**src/rtl/rv_fanout_pkg.sv**
```systemverilog
// ---- rv_fanout_pkg : shared defaults, token type and sizing helper for the fanout fork ----
// ---- Rev 1.0 ----
`default_nettype none

package rv_fanout_pkg;

  localparam int DATA_WIDTH = 17;
  localparam int NUM_OUT    = 7;
  localparam int DEPTH      = 2;

  typedef logic [DATA_WIDTH-1:0] token_t;

  // Bits needed to index n values, never less than 1.
  function automatic int unsigned clog2_depth(input int unsigned n);
    int unsigned r;
    r = 1;
    for (int unsigned i = 1; i < 32; i++) begin
      if ((32'd1 << i) < n) r = i + 1;
    end
    return r;
  endfunction

endpackage

`default_nettype wire

```
**src/rtl/rv_fanout_fifo.sv**
```systemverilog
// ---- rv_fanout_fifo : ENTRIES-deep ring buffer, compare-based pointer wrap ----
// ---- Rev 1.0 ----
`default_nettype none

module rv_fanout_fifo
  import rv_fanout_pkg::*;
#(
  parameter int WIDTH   = DATA_WIDTH,
  parameter int ENTRIES = DEPTH
) (
  input  logic             clk,
  input  logic             rst_n,
  input  logic             flush,
  input  logic             push,
  input  logic             pop,
  input  logic [WIDTH-1:0] wr_data,
  output logic [WIDTH-1:0] rd_data,
  output logic             empty,
  output logic             full
);

  localparam int PTR_W = int'(clog2_depth(ENTRIES));
  localparam int CNT_W = int'(clog2_depth(ENTRIES + 1));
  localparam logic [PTR_W-1:0] LAST = PTR_W'(ENTRIES - 1);
  localparam logic [CNT_W-1:0] CAP  = CNT_W'(ENTRIES);

  logic [WIDTH-1:0] mem [ENTRIES];
  logic [PTR_W-1:0] wr_ptr, rd_ptr;
  logic [CNT_W-1:0] count;
  logic             do_push, do_pop;

  function automatic logic [PTR_W-1:0] wrap_inc(input logic [PTR_W-1:0] p);
    return (p == LAST) ? '0 : p + 1'b1;
  endfunction

  assign empty   = (count == '0);
  assign full    = (count == CAP);
  assign do_push = push & ~full & ~flush;
  assign do_pop  = pop & ~empty & ~flush;
  assign rd_data = mem[rd_ptr];

  always_ff @(posedge clk or negedge rst_n) begin
    if (!rst_n) begin
      wr_ptr <= '0;
      rd_ptr <= '0;
      count  <= '0;
      for (int i = 0; i < ENTRIES; i++) mem[i] <= '0;
    end else if (flush) begin
      wr_ptr <= '0;
      rd_ptr <= '0;
      count  <= '0;
    end else begin
      if (do_push) begin
        mem[wr_ptr] <= wr_data;
        wr_ptr      <= wrap_inc(wr_ptr);
      end
      if (do_pop) rd_ptr <= wrap_inc(rd_ptr);
      case ({do_push, do_pop})
        2'b10:   count <= count + 1'b1;
        2'b01:   count <= count - 1'b1;
        default: count <= count;
      endcase
    end
  end

endmodule

`default_nettype wire

```
**src/rtl/rv_fanout_fork.sv**
```systemverilog
// ---- rv_fanout_fork : registered eager fork, one producer to NUM_OUT branches ----
// ---- Rev 1.0 ; optional stall counter via RV_FANOUT_STALL_CNT_EN ----
`default_nettype none

module rv_fanout_fork #(
  parameter int DATA_WIDTH = rv_fanout_pkg::DATA_WIDTH,
  parameter int NUM_OUT    = rv_fanout_pkg::NUM_OUT,
  parameter int DEPTH      = rv_fanout_pkg::DEPTH
) (
  input  logic                  clk,
  input  logic                  rst_n,
  input  logic [NUM_OUT-1:0]    cfg_en,
  input  logic                  cfg_flush,
  input  logic [DATA_WIDTH-1:0] in_data,
  input  logic                  in_valid,
  output logic                  in_ready,
  output logic [DATA_WIDTH-1:0] out_data,
  output logic [NUM_OUT-1:0]    out_valid,
  input  logic [NUM_OUT-1:0]    out_ready
`ifdef RV_FANOUT_STALL_CNT_EN
  ,
  output logic [31:0]           stall_cycles
`endif
);

  logic               empty, full;
  logic [NUM_OUT-1:0] sent, take;
  logic               all_done, head_pop;

  rv_fanout_fifo #(
    .WIDTH   (DATA_WIDTH),
    .ENTRIES (DEPTH)
  ) u_fifo (
    .clk     (clk),
    .rst_n   (rst_n),
    .flush   (cfg_flush),
    .push    (in_valid),
    .pop     (head_pop),
    .wr_data (in_data),
    .rd_data (out_data),
    .empty   (empty),
    .full    (full)
  );

  // in_ready comes from the count register only, keeping out_ready off this path.
  assign in_ready  = ~full;
  assign out_valid = {NUM_OUT{~empty}} & cfg_en & ~sent;
  assign take      = out_valid & out_ready;
  assign all_done  = &(~cfg_en | sent | take);
  assign head_pop  = ~empty & all_done;

  always_ff @(posedge clk or negedge rst_n) begin
    if (!rst_n) begin
      sent <= '0;
    end else if (cfg_flush || head_pop) begin
      sent <= '0;
    end else begin
      sent <= sent | take;
    end
  end

`ifdef RV_FANOUT_STALL_CNT_EN
  always_ff @(posedge clk or negedge rst_n) begin
    if (!rst_n) begin
      stall_cycles <= '0;
    end else if (cfg_flush) begin
      stall_cycles <= '0;
    end else if (~empty && ~all_done && (stall_cycles != 32'hFFFF_FFFF)) begin
      stall_cycles <= stall_cycles + 32'd1;
    end
  end
`endif

endmodule

`default_nettype wire

```
**config.mk**
```make
export PLATFORM = sky130hd
export DESIGN_NAME = rv_fanout_fork
export DESIGN_NICKNAME = d
export VERILOG_FILES = /design/src/rtl/rv_fanout_pkg.sv /design/src/rtl/rv_fanout_fifo.sv /design/src/rtl/rv_fanout_fork.sv
export SDC_FILE = /design/constraint.sdc
export NUM_CORES = 1
export LEC_CHECK = 0
export ABC_AREA = 1
export BUFFER_PORTS_ARGS = -buffer_cell sky130_fd_sc_hd__buf_2
export CAP_MARGIN = 10
export CORE_ASPECT_RATIO = 1.2
export CORE_MARGIN = 1
export CORE_UTILIZATION = 55
export DETAILED_ROUTE_END_ITERATION = 10
export MAX_ROUTING_LAYER = met4
export PLACE_DENSITY = 0.84
export SYNTH_ARGS = -nofsm -noshare
export SYNTH_HDL_FRONTEND = slang
export SYNTH_SLANG_ARGS = --single-unit
```
**constraint.sdc**
```tcl
create_clock -name clk -period 4 [get_ports clk]
set_input_delay 0.2 -clock clk [delete_from_list [all_inputs] [get_ports clk]]
set_output_delay 0.2 -clock clk [all_outputs]
set_load 0.02 [all_outputs]
```
==> impl_metrics.csv, run 1 <==
group,metric,value,unit
clocking,cts-hold-fix-buffers,0,
routing,route.antenna.remaining_nets,0,
power_and_ir_drop,leakagePower,1.468,nW
timing,timing.hold.ws,0.05132,ns
die,core,3664,um^2
global_route,grt_pass1_wl,6768,um
global_route,globalRouteOverflowTotal,0,
die,start_util,0.5827,
timing,drv_slew,0,
final_layout,syn_to_final_growth,19.52,%
setup_path,critical_path.reg2reg.startpoint,"u_fifo.count[0]",
routing,post-route-drc-count,0,
logic_synthesis,ys_seq_elements,45,
timing,setup_tns,0,ns
power_and_ir_drop,p_per_area,655.4,nW/um^2
timing,final_hold_violation_count,0,
die,std_cell_rows,24,
die,die_area,4135,um^2
power_and_ir_drop,combPwrFrac,0.354,
routing,routedWlPerCell,10.61,um
final_layout,final_nets,368,
timing,final_min_period_over_clock_period,0.5860,
routing,first_iter_violations,99,
outcome,outcome,"complete, no violations",
global_route,track_usage,0.2249,
die,die_width,58.87,um
clocking,cts_max_level,2,
clocking,cts.clk_slew.worst_paths,0.08,ns
logic_synthesis,netlist_area_before_placement,2135,um^2
routing,drt-total-wl,4094,um
timing,final_setup_skew,0.002675,ns
power_and_ir_drop,p_seq_frac,0.436,
clocking,worst_skew_pair.late_latency,0.29,ns
final_layout,insertedDiodeCount,0,
timing,setup_viol,0,
timing,grt_setup_unrepaired,"false",
logic_synthesis,number_of_warning_messages_in_the_yosys_log,0,
timing,timing.max_slew.rel_slack,0.3543,
timing,timing.fmax,426.6,MHz
final_layout,mostFrequentLayoutCell,"sky130_fd_sc_hd__nand2_1",
logic_synthesis,seq_area_frac_synth,0.5275,
place,place_congestion,0.7553,
setup_path,cp_data_required_time,3.80,ns
job,cap_violations,0,
setup_path,cp.arrival,2.14,ns
timing,final_period_minus_worst_setup_slack,2.344,ns
worst_hold_path,hold_class,"input pin to async pin",
setup_path,worstSetupPathType,"register to primary output",
power_and_ir_drop,ir_worst_vdd,394.4,uV
timing,worst-slew-pin-transition,0.9685,ns
die,chipHeight,70.25,um
global_route,number_of_antenna_violations_at_the_first_check_in_global_routing,0,
power_and_ir_drop,power.internal,1.045,mW
routing,routed_via_density,4.808,
setup_path,worst_setup_path_end_kind,"primary output",
place,buffer_ports.inserted,59,
power_and_ir_drop,power.share.switching,0.3752,
clocking,cts.repair_timing.setup_buffer_count,0,
routing,drt-pass1-iter-count,4,
clocking,clock-root-buffer,"sky130_fd_sc_hd__clkbuf_8",
power_and_ir_drop,net-switching-power,0.6273,mW
logic_synthesis,netlist-cell-type-count,22,
power_and_ir_drop,clock_power_share,0.211,
global_route,first_global_vias,1676,
final_layout,most_frequent_cells_in_the_layout,"sky130_fd_sc_hd__nand2_1, sky130_fd_sc_hd__buf_2, sky130_fd_sc_hd__dfrtp_1",
clocking,tritoncts_num_sinks,45,
place,dp.final_hpwl,2779,um
logic_synthesis,synthesis.nets,312,
clocking,post_cts_resize_count,0,
setup_path,critPathMaxFanout,20,
power_and_ir_drop,total_power,1.672,mW
clocking,cts-buffers-inserted,5,
global_route,largest_net_degree_at_the_start_of_global_routing,46,
setup_path,crit_path_start_kind,"register",
clocking,cts_tree,"yes",
setup_path,first_element_of_the_critical_path,"u_fifo.rd_ptr",
clocking,max-clock-path-buffers,2,
logic_synthesis,netlist_instances,277,
logic_synthesis,synthesis.area_per_instance,7.706,um^2
die,io-pin-count,60,
final_layout,share_of_layout_cells_above_drive_strength_1,0.2246,
routing,routed-via-count,1856,
==> synth_stat cells <==
master                     instances  share of area
sky130_fd_sc_hd__nor3_1            6          0.014
sky130_fd_sc_hd__nand2_2           3         0.0088
sky130_fd_sc_hd__buf_4             3          0.011
sky130_fd_sc_hd__nand2_4           1         0.0053
sky130_fd_sc_hd__o21ai_2           1         0.0041
sky130_fd_sc_hd__or2_4             1         0.0041
sky130_fd_sc_hd__buf_6             1         0.0053
sky130_fd_sc_hd__nor2_1           16          0.028
sky130_fd_sc_hd__clkinv_1          1         0.0018
sky130_fd_sc_hd__clkbuf_1          2         0.0035
sky130_fd_sc_hd__nor2_2            2         0.0059
sky130_fd_sc_hd__a21oi_1           9          0.021
sky130_fd_sc_hd__o21ai_0          37          0.087
sky130_fd_sc_hd__nand3_1           5          0.012
sky130_fd_sc_hd__buf_2             3         0.0070
sky130_fd_sc_hd__nand3b_1          1         0.0035
sky130_fd_sc_hd__nand2_1         102           0.18
sky130_fd_sc_hd__dfrtp_1          45           0.53
sky130_fd_sc_hd__o21ai_1           2         0.0047
sky130_fd_sc_hd__inv_1            34          0.060
sky130_fd_sc_hd__buf_1             1         0.0018
sky130_fd_sc_hd__nor2_4            1         0.0053
==> routing by layer <==
layer  vias to the layer above  track usage  share of wire
met2                        55       0.3611           0.48
met5                         -            -              0
li1                        966            -              -
met3                         4      0.05556          0.052
met4                         0      0.09524          0.015
met1                       831       0.2661           0.45
==> state kept, by name (all words and copies together) (netlist names) <==
signal         count
u_fifo.mem        34
sent               7
u_fifo.count       2
u_fifo.rd_ptr      1
u_fifo.wr_ptr      1
==> final timing paths <==
kind                                        end  slack (ns)  cells past startpoint
worst min-delay path             u_fifo.mem[29]        0.05                      1
min in group clk                  u_fifo.mem[8]        0.17                      3
worst max register to register  u_fifo.count[1]        2.37                      8
max in group asynchronous         u_fifo.mem[1]        3.34                      1
worst max-delay path               out_data[13]        1.66                      4
worst min register to register    u_fifo.mem[5]        0.49                      2
==> cells by family after synthesis <==
kind of cell | share of synthesized area
flops | 0.5275
simple gates | 0.2661
compound gates | 0.1166
buf+inv | 0.08968
==> metrics by stage <==
stage	utilization	instances	instance area (um^2)	setup WS, ns
after detailed placement	0.6646	378	2435	1.975
after CTS	0.6964	386	2551	1.603
after floorplan	-	277	2135	2.605
after global placement	0.6646	378	2435	2.043
after global routing	0.6964	386	2551	1.445
final	0.6964	386	2551	1.656
==> final cells by class <==
cell class	count	area, um^2
flip-flops and latches	45	1126
fillers	324	1112
multi-input cells	187	817.0
repair buffers	59	295.3
inverters	35	131.4
clock buffers	7	86.33
well taps	52	65.06
clock inverters	1	30.03
==> worst max-delay path, cell delays in order (launching register included) <==
cell                       delay (ns)
sky130_fd_sc_hd__dfrtp_1         0.76
sky130_fd_sc_hd__clkinv_1        0.65
sky130_fd_sc_hd__nand2_1         0.19
sky130_fd_sc_hd__nand2_1         0.08
sky130_fd_sc_hd__buf_2           0.16
==> power groups by stage <==
stage               logic, mW  clock network [mW]  registers [mW]
finish                  0.591               0.352           0.729
global route            0.668               0.375           0.751
CTS                     0.600               0.355           0.729
detailed placement      0.599                   0           0.734
global placement        0.581                   0           0.730
floorplan               0.451                   0           0.709
(Power assumes the default switching activity.)
==> inputs of run 2 (changes only) <==
--- a/config.mk
+++ b/config.mk
@@ -5,15 +5,15 @@
 export SDC_FILE = /design/constraint.sdc
 export NUM_CORES = 1
 export LEC_CHECK = 0
-export ABC_AREA = 1
+export ABC_AREA = 0
 export BUFFER_PORTS_ARGS = -buffer_cell sky130_fd_sc_hd__buf_2
 export CAP_MARGIN = 10
 export CORE_ASPECT_RATIO = 1.2
 export CORE_MARGIN = 1
-export CORE_UTILIZATION = 55
+export CORE_UTILIZATION = 47
 export DETAILED_ROUTE_END_ITERATION = 10
 export MAX_ROUTING_LAYER = met4
-export PLACE_DENSITY = 0.84
+export PLACE_DENSITY = 0.75
 export SYNTH_ARGS = -nofsm -noshare
 export SYNTH_HDL_FRONTEND = slang
 export SYNTH_SLANG_ARGS = --single-unit
==> constraint.sdc (replaced) <==
create_clock -name clk -period 2.1 [get_ports clk]
set_input_delay 0.105 -clock clk [delete_from_list [all_inputs] [get_ports clk]]
set_output_delay 0.105 -clock clk [all_outputs]
set_load 0.02 [all_outputs]
==> run 2 against run 1 <==
  * Clock-buffer cell count shrank 1
  * Critical path depth is 2 lower
  * Register-to-register slack worse by 1.9 ns
  * Worst setup slack got worse by 1.4 ns
  * Critical endpoint is now out_data[14]
  * Largest cell class unchanged
  * Largest power group unchanged
  * Highest routed layer unchanged
==> impl_metrics.csv, run 2 <==
group,metric,value,unit
outcome,outcome,"complete, no violations",
timing,grt_setup_unrepaired,"false",
final_layout,final_nets,265,
place,dp.final_hpwl,3013,um
global_route,largest_net_degree_at_the_start_of_global_routing,23,
place,place_worst_setup_slack,0.4355,ns
power_and_ir_drop,p_per_area,940.3,nW/um^2
power_and_ir_drop,power.internal,1.724,mW
clocking,cts_max_level,2,
setup_path,cp.arrival,1.74,ns
logic_synthesis,synth_top_area_frac,0.5062,
timing,timing.hold.ws,0.05048,ns
final_layout,mostFrequentLayoutCell,"sky130_fd_sc_hd__buf_2",
final_layout,regMostFlops,"u_fifo.mem",
global_route,number_of_antenna_violations_at_the_first_check_in_global_routing,0,
logic_synthesis,ys_seq_elements,45,
routing,routed_via_density,5.197,
die,io-pin-count,60,
setup_path,crit_path_start_kind,"register",
clocking,tritoncts_num_sinks,45,
routing,drt-total-wl,4193,um
final_layout,syn_to_final_growth,19.07,%
power_and_ir_drop,combPwrFrac,0.305,
final_layout,share_of_layout_cells_above_drive_strength_1,0.5498,
routing,routedWlPerCell,14.51,um
power_and_ir_drop,net-switching-power,0.7664,mW
die,chipHeight,77.37,um
final_layout,reg_top3,"u_fifo.mem (34), sent (7), u_fifo.count (2)",
die,std_cell_rows,27,
routing,post-route-drc-count,0,
power_and_ir_drop,p_seq_frac,0.488,
timing,fin_ws,0.2546,ns
power_and_ir_drop,ir_worst_vdd,540.8,uV
clocking,cts_tree,"yes",
die,die_width,64.81,um
routing,route.antenna.remaining_nets,0,
global_route,first_global_vias,1518,
timing,timing.fmax,541.9,MHz
setup_path,critical_path.cell_chain,"mux2_2 > buf_2",
clocking,cts-buffers-inserted,5,
routing,drt-pass1-iter-count,4,
logic_synthesis,synth-edff-count,0,
logic_synthesis,post_synth_most_frequent_cells,"sky130_fd_sc_hd__dfrtp_1, sky130_fd_sc_hd__mux2_2, sky130_fd_sc_hd__nor2_1",
final_layout,insertedDiodeCount,0,
power_and_ir_drop,clock_power_share,0.207,
final_layout,layout.cells.non_filler,289,
routing,routed-via-count,1502,
timing,setup_viol,0,
clocking,cts.clk_slew.worst_paths,0.08,ns
place,place_congestion,0.7409,
setup_path,critPathMaxFanout,19,
timing,timing.max_slew.rel_slack,0.4800,
timing,final_min_period_over_clock_period,0.8788,
logic_synthesis,synth.most_common_cell,"sky130_fd_sc_hd__dfrtp_1",
logic_synthesis,post-synth-top-area-cell,"sky130_fd_sc_hd__dfrtp_1",
logic_synthesis,number_of_warning_messages_in_the_yosys_log,0,
clocking,worst_skew_pair.late_latency,0.29,ns
final_layout,flip_flop_count_of_the_largest_register_after_layout,34,
die,core,4561,um^2
setup_path,cp_data_required_time,2.00,ns
logic_synthesis,netlist_area_before_placement,2225,um^2
logic_synthesis,yosys-top-cells-area,"sky130_fd_sc_hd__dfrtp_1, sky130_fd_sc_hd__mux2_2, sky130_fd_sc_hd__mux2_4",
timing,final_setup_skew,0.002274,ns
final_layout,most_frequent_cells_in_the_layout,"sky130_fd_sc_hd__buf_2, sky130_fd_sc_hd__dfrtp_1, sky130_fd_sc_hd__mux2_2",
setup_path,worstSetupPathType,"register to primary output",
logic_synthesis,synth-main-ff-cell,"sky130_fd_sc_hd__dfrtp_1",
global_route,track_usage,0.1782,
timing,final_hold_violation_count,0,
power_and_ir_drop,leakagePower,1.250,nW
timing,worst-slew-pin-transition,0.7800,ns
logic_synthesis,netlist_instances,168,
power_and_ir_drop,power.share.switching,0.3077,
setup_path,critical-path-max-stage-delay,0.85,ns
global_route,grt_pass1_wl,6803,um
setup_path,worst_setup_path_end_kind,"primary output",
setup_path,worstPathBufferInverterCount,1,
place,buffer_ports.inserted,59,
global_route,globalRouteOverflowTotal,0,
worst_hold_path,hold_class,"input pin to register",
logic_synthesis,netlist-cell-type-count,36,
routing,first_iter_violations,53,
setup_path,critical_path.top_delay_family,"flip-flops",
clocking,max-clock-path-buffers,2,
place,dp_cells,280,
logic_synthesis,synthesis.area_per_instance,13.24,um^2
timing,setup_tns,0,ns
logic_synthesis,postSynth.asyncResetShare,1.000,
setup_path,timing.critical_path.slowest_stage_cell,"sky130_fd_sc_hd__dfrtp_1",
clocking,clock-root-buffer,"sky130_fd_sc_hd__clkbuf_8",
die,die_area,5014,um^2
logic_synthesis,synthesis.nets,203,
timing,final_period_minus_worst_setup_slack,1.845,ns
die,start_util,0.4878,
logic_synthesis,seq_area_frac_synth,0.5062,
job,cap_violations,0,
timing,drv_slew,0,
-- run 2: cell families (layout without fill, tap and decap cells) --
family / Yosys count / count (layout) / share of synthesized area
AOI/OAI and AO/OA: 19 / 19 / 0.06637
xor gates and xnor gates: 1 / 1 / 0.003938
buffers and inverters: 10 / 73 / 0.02980
DFF: 45 / 45 / 0.5062
muxes: 53 / 53 / 0.2846
and+or+nand+nor: 40 / 40 / 0.1091
-- run 2: metrics by stage --
stage	util	instance area (um^2)	power (mW)
after floorplan	-	2225	1.771
final	0.5808	2649	2.491
after detailed placement	0.5605	2556	1.999
after global placement	0.5605	2556	1.969
after CTS	0.5808	2649	2.527
after global routing	0.5808	2649	2.631
-- run 2: layout make-up --
class | count | area [um^2]
clock buffers | 6 | 72.57
multi-input cells | 113 | 1032
clock inverters | 2 | 10.01
inverters | 2 | 7.507
well taps | 58 | 72.57
fillers | 412 | 1912
flip-flops and latches | 45 | 1126
repair buffers | 63 | 327.8
-- run 2: layer usage --
layer	global-route usage	wire [um]
met1	0.2201	1922
met2	0.2927	1999
met3	0.03971	227
met4	0.04667	43
met5	-	0
-- run 2: path summary, 6_finish.rpt --
kind | from | endpoint | slack (ns) | cells past startpoint
setup / recovery | u_fifo.rd_ptr | out_data[14] | 0.25 | 2
hold / removal | in_data[12] | u_fifo.mem[12] | 0.05 | 2
setup reg to reg | u_fifo.count[0] | u_fifo.mem[21] | 0.43 | 5
hold reg to reg | u_fifo.mem[12] | u_fifo.mem[12] | 0.50 | 1
max in group asynchronous | rst_n | u_fifo.mem[5] | 1.21 | 3
min in group asynchronous | rst_n | sent[5] | 0.31 | 2
-- run 2: repair_timing --
action / in CTS / in global routing
resized for setup: 0 / 0
hold buffers: 1 / 0
hold endpoints to repair: 20 / 0
setup buffers: 0 / 0
-- run 2: power groups by stage --
| stage | combinational (mW) | sequential, mW | clock, mW |
|---|---|---|---|
| after floorplan | 0.585 | 1.19 | 0 |
| after global placement | 0.749 | 1.22 | 0 |
| after detailed placement | 0.771 | 1.23 | 0 |
| after CTS | 0.772 | 1.22 | 0.539 |
| after global routing | 0.817 | 1.24 | 0.570 |
| final | 0.760 | 1.21 | 0.516 |
